### config.mk
export PLATFORM = sky130hd
export DESIGN_NAME = pipe_ctrl
export DESIGN_NICKNAME = d
export VERILOG_FILES = /design/src/rtl/pipe_ctrl_pkg.sv /design/src/rtl/perf_cnt_bank.sv /design/src/rtl/pipe_ctrl.sv
export SDC_FILE = /design/constraint.sdc
export NUM_CORES = 1
export LEC_CHECK = 0
export BUFFER_PORTS_ARGS = -buffer_cell sky130_fd_sc_hd__buf_2
export CELL_PAD_IN_SITES_DETAIL_PLACEMENT = 1
export CELL_PAD_IN_SITES_GLOBAL_PLACEMENT = 1
export CORE_UTILIZATION = 32
export CTS_CLUSTER_SIZE = 24
export DETAILED_ROUTE_END_ITERATION = 16
export MAX_ROUTING_LAYER = met4
export PLACE_DENSITY = 0.85
export SYNTH_ARGS = -nofsm -noshare
export SYNTH_HDL_FRONTEND = slang
export SYNTH_HIERARCHICAL = 1
export SYNTH_SLANG_ARGS = --single-unit
### constraint.sdc
create_clock -name clk -period 2.8 [get_ports clk]
set_input_delay 0.28 -clock clk [delete_from_list [all_inputs] [get_ports clk]]
set_output_delay 0.28 -clock clk [all_outputs]
set_load 0.05 [all_outputs]
### src/rtl/pipe_ctrl_pkg.sv
// Shared types and constants for the pipeline sequencer: FSM state encoding,
// StallBus layout with its Stop/NoStop values, the stall vectors driven onto
// it, exception codes and performance-counter select indices.
package pipe_ctrl_pkg;

    // StallBus: bit 0 = PC, bit 5 = WB. A set bit means the stage holds.
    typedef logic [5:0] stall_bus_t;
    localparam logic Stop   = 1'b1;
    localparam logic NoStop = 1'b0;

    localparam stall_bus_t STALL_NONE = 6'b000000;
    localparam stall_bus_t STALL_IF   = 6'b000011;
    localparam stall_bus_t STALL_ID   = 6'b000111;
    localparam stall_bus_t STALL_EX   = 6'b001111;
    localparam stall_bus_t STALL_MEM  = 6'b011111;
    localparam stall_bus_t STALL_ALL  = 6'b111111;

    typedef enum logic [1:0] {
        ST_RUN    = 2'd0,
        ST_FREEZE = 2'd1,
        ST_FLUSH  = 2'd2,
        ST_DRAIN  = 2'd3
    } state_e;

    localparam logic [31:0] EXC_ERET        = 32'h0000_000e;
    localparam logic [31:0] EXC_VEC_DEFAULT = 32'hBFC0_0380;

    // Performance counter selects; selects at or above PERF_NUM read 0.
    localparam int PERF_SEL_MEM   = 0;
    localparam int PERF_SEL_EX    = 1;
    localparam int PERF_SEL_ID    = 2;
    localparam int PERF_SEL_IF    = 3;
    localparam int PERF_SEL_FLUSH = 4;
    localparam int PERF_NUM       = 5;

endpackage

### src/rtl/perf_cnt_bank.sv
// Bank of wrapping 32-bit event counters with a select-driven read mux.
// Only instantiated by pipe_ctrl when PIPE_CTRL_PERF_EN is defined.
module perf_cnt_bank
    import pipe_ctrl_pkg::*;
(
    input  logic                clk,
    input  logic                resetn,
    input  logic [PERF_NUM-1:0] inc,
    input  logic [2:0]          sel,
    output logic [31:0]         rdata
);

    logic [31:0] cnt_q [PERF_NUM];

    // Count one event per asserted increment bit each cycle.
    always_ff @(posedge clk or negedge resetn) begin
        if (!resetn) begin
            // NOTE: this array is reset on purpose (counters must read 0 after reset);
            // plain storage arrays are normally left unreset so they map to RAM.
            for (int i = 0; i < PERF_NUM; i++) cnt_q[i] <= '0;
        end else begin
            for (int i = 0; i < PERF_NUM; i++) begin
                if (inc[i]) cnt_q[i] <= cnt_q[i] + 32'd1;
            end
        end
    end

    // Read mux; unpopulated selects return zero.
    always_comb begin
        rdata = '0;
        for (int i = 0; i < PERF_NUM; i++) begin
            if (sel == 3'(i)) rdata = cnt_q[i];
        end
    end

endmodule

### src/rtl/pipe_ctrl.sv
// Pipeline sequencer: merges per-stage stall requests into the StallBus,
// runs the RUN -> FREEZE -> FLUSH (-> DRAIN) precise-exception sequence and
// supplies the redirect PC. Optional counters: define PIPE_CTRL_PERF_EN.
module pipe_ctrl
    import pipe_ctrl_pkg::*;
#(
    parameter logic [31:0] EXC_VEC   = EXC_VEC_DEFAULT,
    parameter int unsigned DRAIN_MAX = 15
) (
    input  logic        clk,
    input  logic        resetn,
    input  logic        stallreq_if,
    input  logic        stallreq_id,
    input  logic        stallreq_ex,
    input  logic        stallreq_mem,
    input  logic [31:0] excepttype_mem,
    input  logic [31:0] cp0_epc,
    output logic [5:0]  stall,
    output logic        flush,
    output logic [31:0] new_pc,
    input  logic [2:0]  perf_sel,
    output logic [31:0] perf_rdata
);

    localparam logic [3:0] DRAIN_LAST = 4'(DRAIN_MAX - 1);

    state_e      state_q,     state_d;
    logic [31:0] new_pc_q,    new_pc_d;
    logic [3:0]  drain_cnt_q, drain_cnt_d;
    stall_bus_t  stall_raw;
    logic        flush_raw;
    logic        exc_take;

    // An exception under an outstanding MEM transaction waits for it to finish.
    assign exc_take = (excepttype_mem != '0) && !stallreq_mem;

    // State register, latched redirect target and drain counter.
    always_ff @(posedge clk or negedge resetn) begin
        if (!resetn) begin
            state_q     <= ST_RUN;
            new_pc_q    <= '0;
            drain_cnt_q <= '0;
        end else begin
            // NOTE: non-blocking assignments so every flop samples pre-edge values.
            state_q     <= state_d;
            new_pc_q    <= new_pc_d;
            drain_cnt_q <= drain_cnt_d;
        end
    end

    // Next-state logic and Moore/Mealy outputs.
    always_comb begin
        // NOTE: defaults first so no path leaves a signal unassigned (no latches).
        state_d     = state_q;
        new_pc_d    = new_pc_q;
        drain_cnt_d = drain_cnt_q;
        stall_raw   = STALL_NONE;
        flush_raw   = 1'b0;
        unique case (state_q)
            ST_RUN: begin
                if (exc_take) begin
                    stall_raw = STALL_ALL;
                    state_d   = ST_FREEZE;
                    new_pc_d  = (excepttype_mem == EXC_ERET) ? cp0_epc : EXC_VEC;
                end else if (stallreq_mem) begin
                    stall_raw = STALL_MEM;
                end else if (stallreq_ex) begin
                    stall_raw = STALL_EX;
                end else if (stallreq_id) begin
                    stall_raw = STALL_ID;
                end else if (stallreq_if) begin
                    stall_raw = STALL_IF;
                end
            end
            ST_FREEZE: begin
                stall_raw = STALL_ALL;
                state_d   = ST_FLUSH;
            end
            ST_FLUSH: begin
                flush_raw   = 1'b1;
                drain_cnt_d = '0;
                state_d     = stallreq_if ? ST_DRAIN : ST_RUN;
            end
            ST_DRAIN: begin
                // Hold PC/IC while a wrong-path refill completes; bounded wait.
                stall_raw = STALL_IF;
                if (!stallreq_if || drain_cnt_q == DRAIN_LAST) begin
                    state_d     = ST_RUN;
                    drain_cnt_d = '0;
                end else begin
                    drain_cnt_d = drain_cnt_q + 4'd1;
                end
            end
            default: state_d = ST_RUN;
        endcase
    end

    // Requests are combinational in RUN, so mask them while reset is held.
    assign stall  = resetn ? stall_raw : STALL_NONE;
    assign flush  = flush_raw;
    assign new_pc = flush_raw ? new_pc_q : '0;

`ifdef PIPE_CTRL_PERF_EN
    logic [PERF_NUM-1:0] perf_inc;

    // Attribute each stalled cycle to the request that caused it.
    always_comb begin
        perf_inc = '0;
        if (state_q == ST_RUN && !exc_take) begin
            if (stallreq_mem)     perf_inc[PERF_SEL_MEM] = 1'b1;
            else if (stallreq_ex) perf_inc[PERF_SEL_EX]  = 1'b1;
            else if (stallreq_id) perf_inc[PERF_SEL_ID]  = 1'b1;
            else if (stallreq_if) perf_inc[PERF_SEL_IF]  = 1'b1;
        end else if (state_q == ST_DRAIN) begin
            perf_inc[PERF_SEL_IF] = 1'b1;
        end
        perf_inc[PERF_SEL_FLUSH] = flush_raw;
    end

    perf_cnt_bank u_perf_cnt_bank (
        .clk    (clk),
        .resetn (resetn),
        .inc    (perf_inc),
        .sel    (perf_sel),
        .rdata  (perf_rdata)
    );
`else
    logic unused_perf_sel;
    assign unused_perf_sel = ^perf_sel;
    assign perf_rdata      = '0;
`endif

endmodule

==> results of run 1 <==
[synth_stat cells]
cell | number | share of area [%]
clkbuf_1 | 3 | 0.54
and4_1 | 2 | 0.84
mux2i_1 | 1 | 0.48
nor3_1 | 3 | 0.72
nor3b_1 | 1 | 0.36
nand3_1 | 6 | 1.4
and3_1 | 2 | 0.60
inv_1 | 5 | 0.90
o21ai_0 | 1 | 0.24
a31oi_1 | 1 | 0.30
nor2b_1 | 1 | 0.30
buf_4 | 35 | 13
o22ai_1 | 2 | 0.60
dfrtp_1 | 38 | 45
a21oi_1 | 3 | 0.72
nand2b_1 | 2 | 0.60
nand4_1 | 1 | 0.30
and2_1 | 32 | 9.6
nor2_1 | 2 | 0.36
nand2_1 | 1 | 0.18
or3_4 | 1 | 0.54
o22a_1 | 12 | 5.0
a22o_1 | 20 | 8.4
conb_1 | 1 | 0.18
buf_6 | 5 | 2.7
a311oi_1 | 1 | 0.42
nor4_1 | 7 | 2.1
xnor2_1 | 1 | 0.42
a31o_4 | 1 | 0.84
nor2_2 | 1 | 0.30
ha_1 | 2 | 1.2
a21o_1 | 1 | 0.36
nand3b_1 | 1 | 0.36
o31ai_1 | 1 | 0.36
[worst min path at each step]
stage	cells after the start	slack, ns	from	endpoint
CTS	2	0.16	resetn	new_pc_q[3]
floorplan	0	-0.02	resetn	drain_cnt_q[0]
detailed placement	2	0.47	resetn	new_pc_q[27]
global route	2	0.19	resetn	new_pc_q[9]
finish	2	0.15	resetn	new_pc_q[9]
global placement	2	0.45	resetn	new_pc_q[9]
[registers in the layout (all words and copies together) (netlist names)]
name,count
new_pc_q,32
drain_cnt_q,4
state_q,2
[cells by family after synthesis]
kind of cell	synth area share, %
xor+xnor	0.418
fa+ha+maj	1.19
mux	0.478
simple gates	18.5
compound gates	17.2
buf+inv	16.7
flops	45.4
other cells	0.179
[worst max-delay path, cell delays in order (launching register included)]
cell     delay [ns]
dfrtp_1        0.48
or3_4          0.45
a31oi_1        0.86
o22a_1         0.24
[layer usage]
layer / wire length [um] / vias up / track usage (%)
met1: 2140 / 854 / 19.0
met3: 355 / 5 / 2.78
met4: 58 / 0 / 4.70
li1: - / 844 / -
met2: 2590 / 98 / 28.0
met5: 0 / - / -
[power groups by stage]
stage	clock network [mW]	registers [mW]	logic (mW)
after detailed placement	0	0.627	0.989
after global placement	0	0.624	0.981
after CTS	0.468	0.616	0.990
after floorplan	0	0.604	0.832
final	0.449	0.616	0.978
after global routing	0.491	0.624	1.04
[layout make-up]
| type | count | area (um^2) |
|---|---|---|
| fill | 776 | 3700 |
| sequential | 38 | 951 |
| multi-input combinational | 142 | 921 |
| timing repair buffer | 110 | 556 |
| tap | 77 | 96.3 |
| clock buffer | 7 | 76.3 |
| clock inverter | 1 | 30.0 |
| inverter | 5 | 18.8 |
[through the flow]
step                worst slack [ns]  hold slack, ns  instances  util (%)  total power [mW]
floorplan                      0.565         -0.0156        228         -              1.44
global placement               0.745           0.451        372      40.0              1.60
detailed placement             0.703           0.473        372      40.0              1.62
CTS                            0.689           0.157        380      41.7              2.07
global route                   0.495           0.187        380      41.7              2.16
finish                         0.701           0.149        380      41.7              2.04
==> impl_metrics.env, run 1 <==
export IMPL_status="finished, final reports clean"
export IMPL_period_share_pct=75.0
export IMPL_clockBufferDepth=2
export IMPL_layout_drive_gt1_share_pct=39.9
export IMPL_dieHeight_um=82.9
export IMPL_cts_root_buf="clkbuf_8"
export IMPL_dr_pass1_iters=4
export IMPL_grt_pass1_wl_um=8650
export IMPL_final_cell_mix="buf_2, dfrtp_1, and2_1, conb_1, a22o_1"
export IMPL_hp_class="input port to asynchronous set/reset pin"
export IMPL_grt_pass1_vias=1795
export IMPL_ys_seq_area_share_pct=45.4
export IMPL_area_growth_pct=26.4
export IMPL_slew_headroom_pct=21.3
export IMPL_insertion_delay_ns=0.28
export IMPL_dpl_cell_area_mm2=0.00254
export IMPL_grt_max_degree=39
export IMPL_final_common_cell="buf_2"
export IMPL_crit_start="state_q[1]"
export IMPL_rsz0062_at_grt="false"
export IMPL_htreeDepth=2
export IMPL_core_area_mm2=0.00635
export IMPL_p_int_mw=1.06
export IMPL_fin_skew_ns=0.00693
export IMPL_endpoint="new_pc_q[9]"
export IMPL_dieArea_mm2=0.00688
export IMPL_rows=29
export IMPL_n_antenna_cell=0
export IMPL_cts_sinks=38
export IMPL_overflow=0
export IMPL_dp_hpwl_um=4020
export IMPL_drt_wl_total_um=5150
export IMPL_pwr_share_comb_pct=47.9
export IMPL_place_gp_congestion=0.715
export IMPL_rr_endpoint="new_pc_q[9]"
export IMPL_vias_per_cell=4.74
export IMPL_fp_dieW_um=82.9
export IMPL_start_util_pct=33.0
export IMPL_cellLeakagePower_nw=1.41
export IMPL_hold_viol=0
export IMPL_synth_distinct_cells=34
export IMPL_antenna_found_initial=0
export IMPL_finalSetupViolCount=0
export IMPL_drcViolationCount=0
export IMPL_cp_required_ns=3.02
export IMPL_wire_per_inst_um=13.5
export IMPL_worstMarginPinSlew_ns=1.18
export IMPL_track_usage_pct=16.1
export IMPL_ant_nets=0
export IMPL_switching_power_mw=0.979
export IMPL_cts_setup_buffers=0
export IMPL_maxCapViolations=0
export IMPL_cts_resized=0
export IMPL_powerDensity_mw_per_mm2=771
export IMPL_syn_inst=197
export IMPL_setup_tns_ns=0
export IMPL_numCtsBuffers=5
export IMPL_drtIter0Drc=28
export IMPL_cp_max_fo=12
export IMPL_path_clk_slew_ns=0.07
export IMPL_min_period_ns=2.10
export IMPL_vias=1801
export IMPL_holdBufCountCts=0
export IMPL_reg2regPathDepth=3
export IMPL_drv_slew=0
export IMPL_start_kind="flop"
export IMPL_cts_tree="done"
export IMPL_numPortBuffers=108
export IMPL_r2r_start="state_q[1]"
export IMPL_timing_fmax_mhz=476
export IMPL_critical_path_class="flop to flop"
export IMPL_cp_end_kind="flop"
export IMPL_syn_area_per_cell_um2=10.6
export IMPL_pin_count=144
export IMPL_r2r_setup_slack_ns=0.70
export IMPL_stdcell_area_mm2=0.00265
export IMPL_switching_share_pct=47.9
export IMPL_ys_seq_elements=38
export IMPL_syn_area_mm2=0.00210
export IMPL_nNetsFinal=377
export IMPL_arrival_ns=2.32
export IMPL_p_clk_share_pct=22.0
export IMPL_vdd_drop_max_uv=445
export IMPL_ys_warn_count=6
export IMPL_seq_power_share_pct=30.1
(Power assumes the default switching activity.)
==> run 2, diff against run 1 <==
CORE_UTILIZATION = 27   (was 32)
PLACE_DENSITY = 0.76   (was 0.85)
clock period = 1.7 ns   (was 2.8 ns; I/O delays follow)
==> impl_metrics.env, run 2 (synthesis gave the netlist of run 1 again) <==
export IMPL_status="finished with violations"
export IMPL_failed_checks="negative hold slack"
export IMPL_drv_slew=0
export IMPL_wire_per_inst_um=13.1
export IMPL_area_growth_pct=41.4
export IMPL_r2r_start="state_q[0]"
export IMPL_largest_reg_flops=32
export IMPL_reg_largest_list="new_pc_q x32, drain_cnt_q x4, state_q x2"
export IMPL_dpl_worst_slack_ns=0.0165
export IMPL_rows=31
export IMPL_clockBufferDepth=2
export IMPL_cp_max_fo=34
export IMPL_antenna_found_initial=0
export IMPL_vias_per_cell=4.45
export IMPL_dr_pass1_iters=4
export IMPL_drcViolationCount=0
export IMPL_largest_register="new_pc_q"
export IMPL_n_antenna_cell=0
export IMPL_fp_dieW_um=90.1
export IMPL_overflow=0
export IMPL_fin_skew_ns=0.00601
export IMPL_dpl_cell_area_mm2=0.00267
export IMPL_cellLeakagePower_nw=1.51
export IMPL_total_power_mw=3.81
export IMPL_num_fill_cells=871
export IMPL_grt_use_met3_pct=2.96
export IMPL_dp_hpwl_um=4070
export IMPL_crit_chain="nor2b_4 -> buf_12 -> and2_1 -> buf_4"
export IMPL_pin_count=144
export IMPL_hold_viol=7
export IMPL_numCtsBuffers=5
export IMPL_htreeDepth=2
export IMPL_holdWs_ns=-0.00945
export IMPL_busiest_layer="met2"
export IMPL_final_cell_mix="buf_2, dfrtp_1, buf_4"
export IMPL_max_stage_delay_ns=0.47
export IMPL_grt_use_met2_pct=24.2
export IMPL_layout_drive_gt1_share_pct=46.3
export IMPL_dieArea_mm2=0.00812
export IMPL_cp_required_ns=1.53
export IMPL_grt_pass1_wl_um=8990
export IMPL_track_usage_pct=14.3
export IMPL_vias=1832
export IMPL_critical_path_class="flop to primary output"
export IMPL_nNetsFinal=387
export IMPL_insertion_delay_ns=0.28
export IMPL_maxCapViolations=0
export IMPL_place_gp_congestion=0.745
export IMPL_grt_max_degree=39
export IMPL_cts_sinks=38
export IMPL_timing_fmax_mhz=617
export IMPL_dieHeight_um=90.1
export IMPL_rsz0062_at_grt="true"
export IMPL_path_clk_slew_ns=0.08
export IMPL_core_area_mm2=0.00737
export IMPL_hp_class="input port to asynchronous set/reset pin"
export IMPL_drtIter0Drc=21
export IMPL_cts_root_buf="clkbuf_8"
export IMPL_fin_ws_ns=0.0795
export IMPL_ant_nets=0
export IMPL_cts_tree="done"
export IMPL_numPortBuffers=108
export IMPL_min_period_ns=1.62
export IMPL_cp_slowest_cell="dfrtp_2"
export IMPL_grt_pass1_vias=1866
export IMPL_grtUsageMet1_pct=16.9
export IMPL_cp_end_kind="primary output"
export IMPL_finalSetupViolCount=0
export IMPL_start_kind="flop"
export IMPL_powerDensity_mw_per_mm2=1290
export IMPL_vdd_drop_max_uv=735
export IMPL_stdcell_area_mm2=0.00296
export IMPL_period_share_pct=95.3
export IMPL_arrival_ns=1.45
export IMPL_start_util_pct=28.4
export IMPL_final_common_cell="buf_2"
export IMPL_drt_wl_total_um=5420
export IMPL_crit_start="state_q[0]"
## run 2: critical path, delay by kind of cell, from the launching register on
kind | cells | cell delay (ns)
buffers and inverters | 2 | 0.37
and+or+nand+nor | 2 | 0.32
DFF | 1 | 0.47
## run 2: area by class of cell
cell class	instances	area, um^2	share of cell area, %
repair buffers	120	773	26.1
multi-input cells	142	957	32.3
clock inverters	3	68.8	2.32
flip-flops and latches	38	952	32.1
clock buffers	5	68.8	2.32
inverters	5	18.8	0.633
well taps	99	124	4.18
## run 2: stage by stage
stage	hold slack, ns	util [%]	std cells	TNS [ns]
3_5_place_dp	0.329	36.2	402	0
6_report	-0.00945	40.2	412	0
2_1_floorplan	-0.126	-	228	-0.299
4_1_cts	0.0169	39.5	410	0
5_1_grt	0.0479	40.2	412	-0.0150
3_3_place_gp	0.320	36.2	402	0
## run 2: per-layer routing
metal | part of all wire [%] | vias up
met5 | 0 | -
met4 | 0.70 | 0
met3 | 7.1 | 2
met2 | 50 | 104
met1 | 42 | 860
li1 | - | 866
## run 2: power by group
| group | internal (mW) | switching, mW | leakage (nW) |
|---|---|---|---|
| Combinational | 0.589 | 1.32 | 0.975 |
| Sequential | 0.946 | 0.0571 | 0.463 |
| Clock | 0.588 | 0.317 | 0.0683 |
| Total | 2.12 | 1.69 | 1.51 |
## run 2: timing repair
item / 4_1_cts / 5_1_grt
setup buffers: 0 / 2
hold buffers: 0 / 0
gates resized for setup: 36 / 15
pin swaps: 0 / 1
endpoints found under the setup margin: 35 / 36
## run 2: path summary, 6_finish.rpt
| path | end | slack [ns] | cells past startpoint |
|---|---|---|---|
| max in group asynchronous | state_q[0] | 1.36 | 2 |
| setup / recovery | new_pc[22] | 0.08 | 4 |
| setup reg to reg | new_pc_q[24] | 0.11 | 5 |
| hold reg to reg | new_pc_q[28] | 0.50 | 1 |
| min in group clk | new_pc_q[7] | 0.10 | 2 |
| hold / removal | drain_cnt_q[0] | -0.009 | 2 |
